**src/rtl/vga_sync.sv**
```systemverilog
`timescale 1ns/1ps
// vga_sync: 640x480@60 timing generator with a fetch-ahead pixel pipeline.
// All display outputs lag the counter position by FETCH_LAT+2 cycles.
module vga_sync #(
  parameter int H_ACTIVE  = 640,
  parameter int H_FP      = 16,
  parameter int H_SYNC    = 96,
  parameter int H_BP      = 48,
  parameter int V_ACTIVE  = 480,
  parameter int V_FP      = 10,
  parameter int V_SYNC    = 2,
  parameter int V_BP      = 33,
  parameter bit SYNC_POL  = 1'b0,
  parameter int FETCH_LAT = 2,
  parameter int CW        = 10
) (
  input  logic          clk,
  input  logic          clr_n,
  output logic          fetch_req,
  output logic [CW-1:0] fetch_x,
  output logic [CW-1:0] fetch_y,
  input  logic [11:0]   pix_in,
  output logic          hsync,
  output logic          vsync,
  output logic          de,
  output logic [11:0]   rgb,
  output logic          frame_start
);

  localparam int H_TOTAL = H_ACTIVE + H_FP + H_SYNC + H_BP;
  localparam int V_TOTAL = V_ACTIVE + V_FP + V_SYNC + V_BP;
  localparam int DW      = 4 * (FETCH_LAT + 1);

  localparam logic [CW-1:0] H_VIS  = CW'(H_ACTIVE);
  localparam logic [CW-1:0] H_LAST = CW'(H_TOTAL - 1);
  localparam logic [CW-1:0] HS_BEG = CW'(H_ACTIVE + H_FP);
  localparam logic [CW-1:0] HS_END = CW'(H_ACTIVE + H_FP + H_SYNC - 1);
  localparam logic [CW-1:0] V_VIS  = CW'(V_ACTIVE);
  localparam logic [CW-1:0] V_LAST = CW'(V_TOTAL - 1);
  localparam logic [CW-1:0] VS_BEG = CW'(V_ACTIVE + V_FP);
  localparam logic [CW-1:0] VS_END = CW'(V_ACTIVE + V_FP + V_SYNC - 1);

  typedef struct packed {
    logic vis;
    logic hs;
    logic vs;
    logic first;
  } tag_t;

  logic [CW-1:0] hc_q, hc_d;
  logic [CW-1:0] vc_q, vc_d;
  tag_t          cur;
  tag_t          tap;
  logic [DW-1:0] dl_q, dl_d;

  logic          fetch_req_q, fetch_req_d;
  logic [CW-1:0] fetch_x_q, fetch_x_d;
  logic [CW-1:0] fetch_y_q, fetch_y_d;
  logic          de_q, de_d;
  logic [11:0]   rgb_q, rgb_d;
  logic          hsync_q, hsync_d;
  logic          vsync_q, vsync_d;
  logic          fs_q, fs_d;

  always_comb begin
    hc_d = hc_q + CW'(1);
    vc_d = vc_q;
    if (hc_q == H_LAST) begin
      hc_d = '0;
      vc_d = (vc_q == V_LAST) ? '0 : vc_q + CW'(1);
    end
  end

  always_comb begin
    cur.vis   = (hc_q < H_VIS) && (vc_q < V_VIS);
    cur.hs    = (hc_q >= HS_BEG) && (hc_q <= HS_END);
    cur.vs    = (vc_q >= VS_BEG) && (vc_q <= VS_END);
    cur.first = (hc_q == '0) && (vc_q == '0);
  end

  always_comb begin
    fetch_req_d = cur.vis;
    fetch_x_d   = cur.vis ? hc_q : '0;
    fetch_y_d   = cur.vis ? vc_q : '0;
  end

  // Slot 0 is aligned with stage F; the oldest slot meets pix_in.
  always_comb dl_d = {dl_q[DW-5:0], cur};
  assign tap = tag_t'(dl_q[DW-1 -: 4]);

  always_comb begin
    de_d    = tap.vis;
    rgb_d   = tap.vis ? pix_in : 12'h000;
    hsync_d = tap.hs ? SYNC_POL : ~SYNC_POL;
    vsync_d = tap.vs ? SYNC_POL : ~SYNC_POL;
    fs_d    = tap.first;
  end

  always_ff @(posedge clk) begin
    if (!clr_n) begin
      hc_q        <= '0;
      vc_q        <= '0;
      dl_q        <= '0;
      fetch_req_q <= 1'b0;
      fetch_x_q   <= '0;
      fetch_y_q   <= '0;
      de_q        <= 1'b0;
      rgb_q       <= 12'h000;
      hsync_q     <= ~SYNC_POL;
      vsync_q     <= ~SYNC_POL;
      fs_q        <= 1'b0;
    end else begin
      hc_q        <= hc_d;
      vc_q        <= vc_d;
      dl_q        <= dl_d;
      fetch_req_q <= fetch_req_d;
      fetch_x_q   <= fetch_x_d;
      fetch_y_q   <= fetch_y_d;
      de_q        <= de_d;
      rgb_q       <= rgb_d;
      hsync_q     <= hsync_d;
      vsync_q     <= vsync_d;
      fs_q        <= fs_d;
    end
  end

  assign fetch_req   = fetch_req_q;
  assign fetch_x     = fetch_x_q;
  assign fetch_y     = fetch_y_q;
  assign de          = de_q;
  assign rgb         = rgb_q;
  assign hsync       = hsync_q;
  assign vsync       = vsync_q;
  assign frame_start = fs_q;

endmodule
```
**config.mk**
```make
export PLATFORM = sky130hd
export DESIGN_NAME = vga_sync
export DESIGN_NICKNAME = d
export VERILOG_FILES = /design/src/rtl/vga_sync.sv
export SDC_FILE = /design/constraint.sdc
export NUM_CORES = 1
export LEC_CHECK = 0
export ABC_AREA = 1
export CORE_ASPECT_RATIO = 1.1
export CORE_MARGIN = 2
export CORE_UTILIZATION = 40
export DETAILED_ROUTE_END_ITERATION = 10
export PLACE_DENSITY = 0.77
export SYNTH_ARGS = -nofsm -noshare
export SYNTH_HDL_FRONTEND = slang
export SYNTH_SLANG_ARGS = --single-unit
```
**constraint.sdc**
```tcl
create_clock -name clk -period 3.3 [get_ports clk]
set_input_delay 0.33 -clock clk [delete_from_list [all_inputs] [get_ports clk]]
set_output_delay 0.33 -clock clk [all_outputs]
set_load 0.02 [all_outputs]
```
# After elaboration in Yosys (flattened, before gate mapping)
# Index checks and enable logic that the tools add are counted.
[word_totals]
wordCells = 34
reg_bits = 69
out_inout_bits = 37
[classes]
reduce_logical = 9
n_addsub = 2
order_cmp = 6
n_bitwise = 1
n_mux = 3
n_eq_ne = 2
[ops]
columns = ["operator", "n"]
rows = [
  ["adder 10 x 1 -> 10 bit, second input constant", 2],
  ["equality test 10 bit, second input constant", 2],
  ["zero test 10 bit", 2],
  ["greater-or-equal comparator 10 bit, second input constant", 1],
  ["greater-or-equal comparator 10 x 9 -> 1 bit, second input constant", 1],
  ["less-or-equal comparator 10 bit, second input constant", 1],
  ["less-or-equal comparator 10 x 9 -> 1 bit, second input constant", 1],
  ["less-than comparator 10 bit, second input constant", 1],
  ["less-than comparator 10 x 9 -> 1 bit, second input constant", 1],
  ["two-way mux 10 bit", 1],
  ["logical AND 1 bit", 4],
  ["AND reduction 2 bit", 2],
  ["two-way mux 1 bit", 2],
  ["OR reduction 2 bit", 1],
  ["NOT 1 bit", 1],
]

# Logic depth before layout (Yosys ltp)
# Gate-level depths: netlist of the first run.
[logic_depth]
ltp_word = 3
depth_mapped = 10

# Least setup slack after synthesis of the first run
# OpenSTA, ideal clock, no wires.
[synth_timing]
kind = "flip-flop to flip-flop"
start = "reg hc_q[0]"
end = "reg vc_q[5]"
setup_slack_ns = 1.971
required_ns = 3.186
n_path_buf = 1
stages_incl_launch_ff = 10
arrival_time_ns = 1.215
path_cell_list = "dfxtp_1 -> ha_1 -> nand2_2 -> nor2_2 -> nand2_2 -> nor2_4 -> buf_6 -> nand2_4 -> nor2_1 -> nor2_2"
[synth_via]
elab_chain_cells = 1
[synth_rtl]
columns = ["item", "line_no", "rtl"]
rows = [
  ["start, declared", "50", "logic [CW-1:0] hc_q, hc_d;"],
  ["start signal, assigned", "101", "hc_q <= '0;"],
  ["start signal, assigned", "113", "hc_q <= hc_d;"],
  ["equality test 10 bit", "68", "if (hc_q == H_LAST) begin"],
  ["end signal, assigned", "114", "vc_q <= vc_d;"],
  ["end, declared", "51", "logic [CW-1:0] vc_q, vc_d;"],
]
# No other way between the ends.
# A chain may end at the register's enable or synchronous reset.

# Worst setup path in the final report of the first run
[layout_timing]
start = "in clr_n"
end = "reg fetch_x_q[6] (netlist: fetch_x[6])"
[layout_via]
elab_chain_cells = 1
[layout_rtl]
columns = ["item", "line_no", "rtl"]
rows = [
  ["start, declared", "18", "input logic clr_n,"],
  ["AND reduction 2 bit (no source line)", "--", ""],
  ["end signal, assigned", "117", "fetch_x_q <= fetch_x_d;"],
  ["end, declared", "57", "logic [CW-1:0] fetch_x_q, fetch_x_d;"],
]
# No other way between the ends.

==> results of run 1 <==
## registers in the layout (all words and copies together), names as in the netlist
name	flops
hsync	1
vc_q	10
fetch_y	10
vsync	1
hc_q	10
fetch_x	10
rgb	12
dl_q	12
de	1
frame_start	1
## layout by cell type (no fill, tap or decap), types with 2 or more instances in the layout
cell type | netlist | routed
clkbuf_8 | 0 | 10
nand2_2 | 5 | 5
o21ai_1 | 2 | 2
nor2_2 | 3 | 3
inv_1 | 49 | 49
nor4_1 | 2 | 2
nand3_1 | 11 | 11
o21ai_0 | 4 | 4
ha_1 | 4 | 4
nand4_1 | 8 | 8
clkdlybuf4s50_1 | 0 | 50
a21oi_1 | 8 | 8
dfxtp_1 | 68 | 68
nand2_4 | 2 | 2
nand2_1 | 59 | 59
xor2_1 | 3 | 3
nor2_4 | 2 | 2
inv_2 | 6 | 6
nor3_1 | 3 | 3
nor2_1 | 63 | 63
## cells in the mapped netlist
master | number | area share (%)
nand2_1 | 59 | 9.0
nor2_1 | 63 | 9.6
buf_4 | 1 | 0.30
nor3b_2 | 1 | 0.51
dfxtp_1 | 68 | 55
nor4_1 | 2 | 0.51
nand4_1 | 8 | 2.0
inv_2 | 6 | 0.91
buf_6 | 1 | 0.46
inv_1 | 49 | 7.5
a21oi_1 | 8 | 1.6
o21ai_0 | 4 | 0.81
nor2_4 | 2 | 0.91
ha_1 | 4 | 2.0
nor2_2 | 3 | 0.76
nor3_1 | 3 | 0.61
clkbuf_1 | 4 | 0.61
nand3_2 | 1 | 0.41
buf_2 | 1 | 0.20
nand2_2 | 5 | 1.3
o21ai_1 | 2 | 0.41
xor2_1 | 3 | 1.1
nand3_1 | 11 | 2.2
conb_1 | 1 | 0.15
nand2_4 | 2 | 0.91
## worst min-delay path by stage
stage,startpoint,endpoint,slack (ps),depth (start not counted)
2_1_floorplan,dl_q[10]$_SDFF_PN0_,hsync$_SDFF_PN1_,340,1
3_3_place_gp,dl_q[9]$_SDFF_PN0_,vsync$_SDFF_PN1_,350,1
5_1_grt,dl_q[9]$_SDFF_PN0_,vsync$_SDFF_PN1_,380,1
4_1_cts,dl_q[9]$_SDFF_PN0_,vsync$_SDFF_PN1_,370,1
6_report,dl_q[9]$_SDFF_PN0_,vsync$_SDFF_PN1_,370,1
3_5_place_dp,dl_q[9]$_SDFF_PN0_,vsync$_SDFF_PN1_,360,1
## cell type report
class | instances | share of cell area, %
Clock buffer | 11 | 4.40
Clock inverter | 2 | 1.17
Timing Repair Buffer | 51 | 15.8
Tap cell | 80 | 3.12
Inverter | 55 | 6.43
Multi-Input combinational cell | 182 | 26.7
Sequential cell | 68 | 42.4
## layer usage
metal | vias to the layer above | GRT usage [%] | share of wire, %
li1 | 1042 | - | -
met1 | 886 | 15.6 | 41
met2 | 63 | 25.7 | 50
met3 | 9 | 5.73 | 6.8
met4 | 0 | 7.84 | 2.1
met5 | - | 0 | 0
## per-stage QoR
stage	utilization, %	power (W)
final	52.8	0.00155
after global routing	52.8	0.00160
after CTS	52.8	0.00156
after detailed placement	49.9	0.000929
after global placement	49.9	0.000928
after floorplan	-	0.000895
## power groups by stage
stage | combinational, W | clock (W) | sequential [W]
detailed placement | 0.0000710 | 0 | 0.000858
CTS | 0.0000716 | 0.000651 | 0.000840
finish | 0.0000711 | 0.000637 | 0.000840
global placement | 0.0000700 | 0 | 0.000858
global route | 0.0000781 | 0.000680 | 0.000841
floorplan | 0.0000302 | 0 | 0.000865
## kinds of logic after synthesis
| logic type | Yosys count | synth area share [%] |
|---|---|---|
| and+or+nand+nor | 160 | 28.7 |
| DFF | 68 | 55.2 |
| buffers and inverters | 62 | 9.95 |
| AOI/OAI and AO/OA | 14 | 2.84 |
| adders and majority gates | 4 | 2.03 |
| xor gates and xnor gates | 3 | 1.07 |
| other | 1 | 0.152 |
==> flow_summary.ini, run 1 <==
[power_and_ir_drop]
p_sw_share_pct = 20.8
vdd_drop_max_mv = 0.241
p_int_w = 0.00123
p_seq_share_pct = 54.3
power_density_mw_per_mm2 = 482
power_frac_comb_pct = 4.6
leakage_nw = 1.45
net-switching-power_w = 0.000322
clockPowerShare_pct = 41.1

[setup_path]
path_cells = clkdlybuf4s50_1 -> buf_4 -> inv_1 -> nor2_1 -> nand3_1 -> nor2_1
r2r-start = hc_q[0]$_SDFF_PP0_
crit_top_cell = nor2_1
criticalPathCategory = input port to register
r2r_cells = 8
crit_slowest_cell = nand3_1
crit_path_start_kind = input port
critPathLaunch = clr_n
crit_buf_inv = 3
crit_end = fetch_x[6]$_SDFF_PN0_
crit_family = simple AND/OR/NAND/NOR gates
cp.depth = 6
r2r-end = vc_q[5]$_SDFFE_PN0N_
end_kind = register
reg2reg_slack_ps = 1620
max_stage_delay_ps = 550
cp.required_ps = 3550
crit_arrival_ps = 2010
cp_max_fo = 20

[clock_network]
cts_tree = built
cts-hold-fix-buffers = 0
clockBufferDepth = 2
cts_root_buf = clkbuf_8
cts_resized = 0
cts_inserted_buffers = 9
clk_pin_slew_ps = 60
clk_latency_ps = 340
clkSinkCount = 68
cts_max_level = 3
post_cts_buffers = 0

[floorplan]
die_area_mm2 = 0.00681
fp.dieH_um = 86.3
row_count = 30
io_pins = 51
start_util_pct = 40.5
coreArea_mm2 = 0.00608
fp.dieW_um = 78.8

[routing]
routedWlPerCell_um = 10.6
vias = 2000
drt_iter0_drc = 100
final_antenna_net_count = 0
drc = 0
dr.pass1.iters = 4
vias_per_cell = 4.45
wl_um = 4750

[timing]
hold_viol = 0
relSlewSlack_pct = 49.4
fin_ws_ps = 1550
tns_ps = 0
fin_crit_sh_pct = 53.1
finalCriticalPeriod_ps = 1750
fmax_mhz = 571
hold_ws_ps = 366
tightest_slew_ps = 757
skew_ps = 4.21
drv_slew = 0
setup_violations = 0
rsz0062_at_grt = no

[placed_design]
dp_hpwl_um = 3320
place_inst = 436
placed_area_mm2 = 0.00303
place_ws_ps = 1220
port-buffer-count = 50
routabilityCongestion = 0.911

[final_layout]
final_area_mm2 = 0.00321
seq_area_mm2 = 0.00136
layout.cells.non_filler = 449
multi_input_area_um2 = 858
fill_cells = 555
layout-drive-gt1-share_pct = 8.94
nNetsFinal = 385
num_antenna_cells = 0
syn2layout_area_growth_pct = 30.4

[global_route]
antenna_found_initial = 0
grt_max_degree = 21
grt_pass1_wl_um = 7720
globalRouteOverflowTotal = 0
grt.total_usage_pct = 14.8
grt_pass1_vias = 1756

[logic_synthesis]
yosysUniqueCellTypes = 25
postSynthAreaPerCell_um2 = 7.90
ys_warn_count = 0
ys_ff_latch = 68
synth_cells = 312
synthesis.nets = 330
ys_seq_area_share_pct = 55.2
syn-cell-area_mm2 = 0.00246

[run]
maxCapViolCount = 0

[status]
status = complete, no violations

[worst_hold_path]
hold_class = register to register
No activity file was read; power rests on OpenSTA's default activity.
==> inputs of run 2 (changes only) <==
Settings changed: PLACE_DENSITY 0.77 to 0.79.
Clock period 3.3 ns to 1.5 ns, I/O delays scaled along.
==> run 2 against run 1 <==
Compared with the run above: sequential share of layout area is 1.8 points lower; clock-buffer cell count grew 1; die area stayed put; via count grew 6.4%; utilization grew 2.4 points; clock power rose to 2.5 times the previous value; worst setup slack worse by 1500 ps; global-route usage up 0.85 points; first-iteration DRC count is 87% higher; non-clock buffer count is 8 higher; critical path type is now register to register; critical endpoint is now vc_q[0]$_SDFFE_PN0N_; largest cell class unchanged; largest power group unchanged; highest routed layer unchanged.
==> flow_summary.ini, run 2 (synthesis results as in run 1) <==
[timing]
drv_slew = 0
fmax_mhz = 701
skew_ps = 4.53
hold_viol = 0
setup_violations = 0
tns_ps = 0
finalCriticalPeriod_ps = 1430
fin_crit_sh_pct = 95.1

[setup_path]
crit_arrival_ps = 1710
cp_max_fo = 5
end_kind = register
crit_path_start_kind = register
criticalPathCategory = register to register
cp.required_ps = 1780

[final_layout]
layout-drive-gt1-share_pct = 13.9
final_cell_mix = dfxtp_1, nor2_1, nand2_1
fill_cells = 544
num_antenna_cells = 0
layout_commonest_cell = dfxtp_1
nNetsFinal = 394
layout.cells.non_filler = 461
syn2layout_area_growth_pct = 36.3

[routing]
drt_iter0_drc = 187
dr.pass1.iters = 4
vias = 2127
wl_um = 5130
vias_per_cell = 4.61
final_antenna_net_count = 0
drc = 0
routedWlPerCell_um = 11.1

[global_route]
antenna_found_initial = 0
grt_pass1_wl_um = 8270
grt_pass1_vias = 1974
grt_max_degree = 21
grt.total_usage_pct = 15.7
globalRouteOverflowTotal = 0

[worst_hold_path]
hold_class = input port to register

[clock_network]
cts_max_level = 3
cts_root_buf = clkbuf_8
clk_latency_ps = 330
clk_pin_slew_ps = 70
cts_inserted_buffers = 9
clockBufferDepth = 2
clkSinkCount = 68
cts_tree = built
cts-hold-fix-buffers = 0

[run]
maxCapViolCount = 0

[power_and_ir_drop]
vdd_drop_max_mv = 0.509
power_density_mw_per_mm2 = 1080
leakage_nw = 1.53

[placed_design]
routabilityCongestion = 0.852
port-buffer-count = 50
place_inst = 442
dp_hpwl_um = 3570

[floorplan]
die_area_mm2 = 0.00681
io_pins = 51
row_count = 30
start_util_pct = 40.5
fp.dieH_um = 86.3
coreArea_mm2 = 0.00608
fp.dieW_um = 78.8

[status]
status = complete, no violations
-- run 2: worst paths after layout --
check	start	end	slack, ps	depth (start not counted)
max	hc_q[1]$_SDFF_PP0_	vc_q[0]$_SDFFE_PN0N_	70	10
min	pix_in[5]	rgb[5]$_SDFF_PN0_	330	3
max reg2reg	hc_q[1]$_SDFF_PP0_	vc_q[0]$_SDFFE_PN0N_	70	10
min reg2reg	dl_q[9]$_SDFF_PN0_	vsync$_SDFF_PN1_	370	1
-- run 2: cell type report --
cell class | instances | area [um2] | area share, %
Sequential cell | 68 | 1360 | 40.6
Timing Repair Buffer | 59 | 568 | 16.9
Inverter | 55 | 206 | 6.14
Tap cell | 80 | 100 | 2.98
Multi-Input combinational cell | 183 | 905 | 26.9
Clock buffer | 12 | 145 | 4.32
Clock inverter | 4 | 72.6 | 2.16
-- run 2: critical path, stage by stage, from the launching register on --
cell	delay [ps]
dfxtp_2	370
ha_4	150
nand2_4	70
nor2_2	100
nand2_2	120
nor2_4	230
buf_4	160
nand2_1	40
nand2_1	60
nand2_1	40
inv_1	40
-- run 2: report_power, final --
part / internal [W] / total, W / switching, W
clock: 0.000980 / 0.00162 / 0.000639
combinational: 0.0000828 / 0.000167 / 0.0000844
sequential: 0.00183 / 0.00185 / 0.0000144
-- run 2: per-stage QoR --
step	cell area, um2	power, W	setup WS [ps]	hold WS [ps]	util [%]
6_report	3360	0.00363	73.9	333	55.3
5_1_grt	3360	0.00377	-14.2	325	55.3
3_3_place_gp	3080	0.00205	93.6	349	50.6
4_1_cts	3300	0.00366	0.201	324	54.2
2_1_floorplan	2460	0.00197	171	262	-
3_5_place_dp	3080	0.00205	30.1	355	50.6
-- run 2: per-layer routing --
layer,vias up,GRT usage (%),wire length (um)
met4,0,9.72,170
met3,18,4.48,333
met5,-,0,0
met1,952,16.6,1950
li1,1065,-,-
met2,92,27.5,2670
-- run 2: timing repair --
item                                    in CTS  in global routing
endpoints found under the setup margin       0                  7
gates resized for setup                      0                 12
buffers inserted                             0                  2
==> inputs of run 3 (changes only) <==
Settings changed: PLACE_DENSITY 0.79 to 0.77.
Clock period 1.5 ns to 1.8 ns, I/O delays scaled along.
==> run 3 against run 2 <==
Compared with the run above: clock-buffer cell count down 3; cell count down 1.7%; sequential share of layout area up 1.4 points; design area down 3.5%; combinational power down 21%; largest cell class unchanged; highest routed layer unchanged; fmax down 8.4%; die area unchanged; flip-flop and latch count unchanged; clock power down 24%; critical path depth down 2.
==> flow_summary.ini, run 3 (synthesis results as in run 1) <==
[final_layout]
utilization_pct = 53.4
final_cell_mix = dfxtp_1, nor2_1, nand2_1
nNetsFinal = 386
fill_cells = 569
num_antenna_cells = 0
syn2layout_area_growth_pct = 31.6
layout_commonest_cell = dfxtp_1
layout-drive-gt1-share_pct = 10.2

[setup_path]
max_stage_delay_ps = 390
r2r-start = hc_q[0]$_SDFF_PP0_
r2r_cells = 8
criticalPathCategory = register to register
crit_family = simple AND/OR/NAND/NOR gates
crit_buf_inv = 0
critPathLaunch = hc_q[0]$_SDFF_PP0_
path_cells = ha_1 -> nand2_2 -> nor2_4 -> nand3_2 -> nand2_4 -> nand2_4 -> nand2_1 -> nor2_2
crit_slowest_cell = dfxtp_1
crit_top_cell = nand2_4
reg2reg_slack_ps = 240
end_kind = register
crit_arrival_ps = 1810
crit_path_start_kind = register
cp.required_ps = 2050
cp_max_fo = 11
cp.depth = 8
r2r-end = vc_q[5]$_SDFFE_PN0N_

[worst_hold_path]
holdPathStages = 3
min_to = rgb[5]$_SDFF_PN0_
hold_path.startpoint = pix_in[5]
hold_class = input port to register

[power_and_ir_drop]
p_int_w = 0.00224
power_density_mw_per_mm2 = 894
power_frac_comb_pct = 4.5
clockPowerShare_pct = 42.5
p_seq_share_pct = 53.0
net-switching-power_w = 0.000665
p_sw_share_pct = 22.9
leakage_nw = 1.47
power_w = 0.00290
vdd_drop_max_mv = 0.703

[floorplan]
io_pins = 51
fp.dieH_um = 86.3
die_area_mm2 = 0.00681
coreArea_mm2 = 0.00608
start_util_pct = 40.5
fp.dieW_um = 78.8
row_count = 30

[routing]
drt_iter0_drc = 116
vias = 1990
wl_um = 4610
wl_met3_um = 258
top_layer = met4
dr.pass1.iters = 4
routedWlPerCell_um = 10.2
vias_per_cell = 4.39
drc = 0
wl_met1_um = 1990
final_antenna_net_count = 0
wl_met2_um = 2210

[placed_design]
place_ws_ps = 164
dp_hpwl_um = 3410
routabilityCongestion = 0.858
port-buffer-count = 50

[clock_network]
clk_latency_ps = 350
cts_tree = built
cts_inserted_buffers = 9
cts_root_buf = clkbuf_8
cts-hold-fix-buffers = 0
clockBufferDepth = 2
clkSinkCount = 68
clk_pin_slew_ps = 70
cts_max_level = 3

[timing]
fmax_mhz = 642
hold_ws_ps = 344
skew_ps = 7.63
hold_viol = 0
setup_violations = 0
fin_ws_ps = 243
drv_slew = 0
finalCriticalPeriod_ps = 1560
fin_crit_sh_pct = 86.5
tns_ps = 0
rsz0062_at_grt = no

[global_route]
antenna_found_initial = 0
grt_pass1_vias = 1843
grt_pass1_wl_um = 7740
grt_max_degree = 21
grt.total_usage_pct = 14.6
globalRouteOverflowTotal = 0

[run]
maxCapViolCount = 0

[status]
status = complete, no violations
## run 3: changes by cell type in the layout (fill, tap and decap cells not counted), sizes merged
cell	change
inv	+2
bufinv	-1
clkbuf	-3
buf	-7
clkinv	+2
nor2	-1
## run 3: metrics by stage
| step | area, um2 | cells |
|---|---|---|
| final | 3240 | 453 |
| after global routing | 3240 | 453 |
| after CTS | 3240 | 453 |
| after detailed placement | 3040 | 437 |
| after global placement | 3040 | 437 |
| after floorplan | 2460 | 312 |
## run 3: layer usage
layer	vias up	track usage (%)
met4	0	10.2
met1	883	16.1
li1	1047	-
met2	46	24.6
met3	14	3.85
met5	-	0
## run 3: power by group through the flow
stage | clock network, W | logic [W] | registers (W)
after floorplan | 0 | 0.0000554 | 0.00159
after global placement | 0 | 0.000130 | 0.00157
after detailed placement | 0 | 0.000132 | 0.00157
after CTS | 0.00126 | 0.000133 | 0.00154
after global routing | 0.00133 | 0.000146 | 0.00154
final | 0.00123 | 0.000132 | 0.00154
## run 3: final cells by class
class	instances	area (um2)	share of cell area, %
flip-flops and latches	68	1360	42.0
multi-input cells	182	863	26.6
repair buffers	52	515	15.9
inverters	55	206	6.36
clock buffers	9	124	3.82
well taps	80	100	3.09
clock inverters	7	73.8	2.28
## run 3: worst max path at each step
| stage | endpoint |
|---|---|
| after floorplan | vc_q[5]$_SDFFE_PN0N_ |
| after CTS | vc_q[5]$_SDFFE_PN0N_ |
| after detailed placement | vc_q[5]$_SDFFE_PN0N_ |
| final | vc_q[5]$_SDFFE_PN0N_ |
| after global routing | vc_q[6]$_SDFFE_PN0N_ |
| after global placement | vc_q[5]$_SDFFE_PN0N_ |
## run 3: what timing repair did
action,CTS,global route
setup buffers,0,0
endpoints found under the setup margin,0,2
resized for setup,0,1
## run 3: worst min-delay path, delay by kind of cell
family | cells | cell delay (ps)
buffers and inverters | 2 | 440
AND/OR/NAND/NOR | 1 | 30
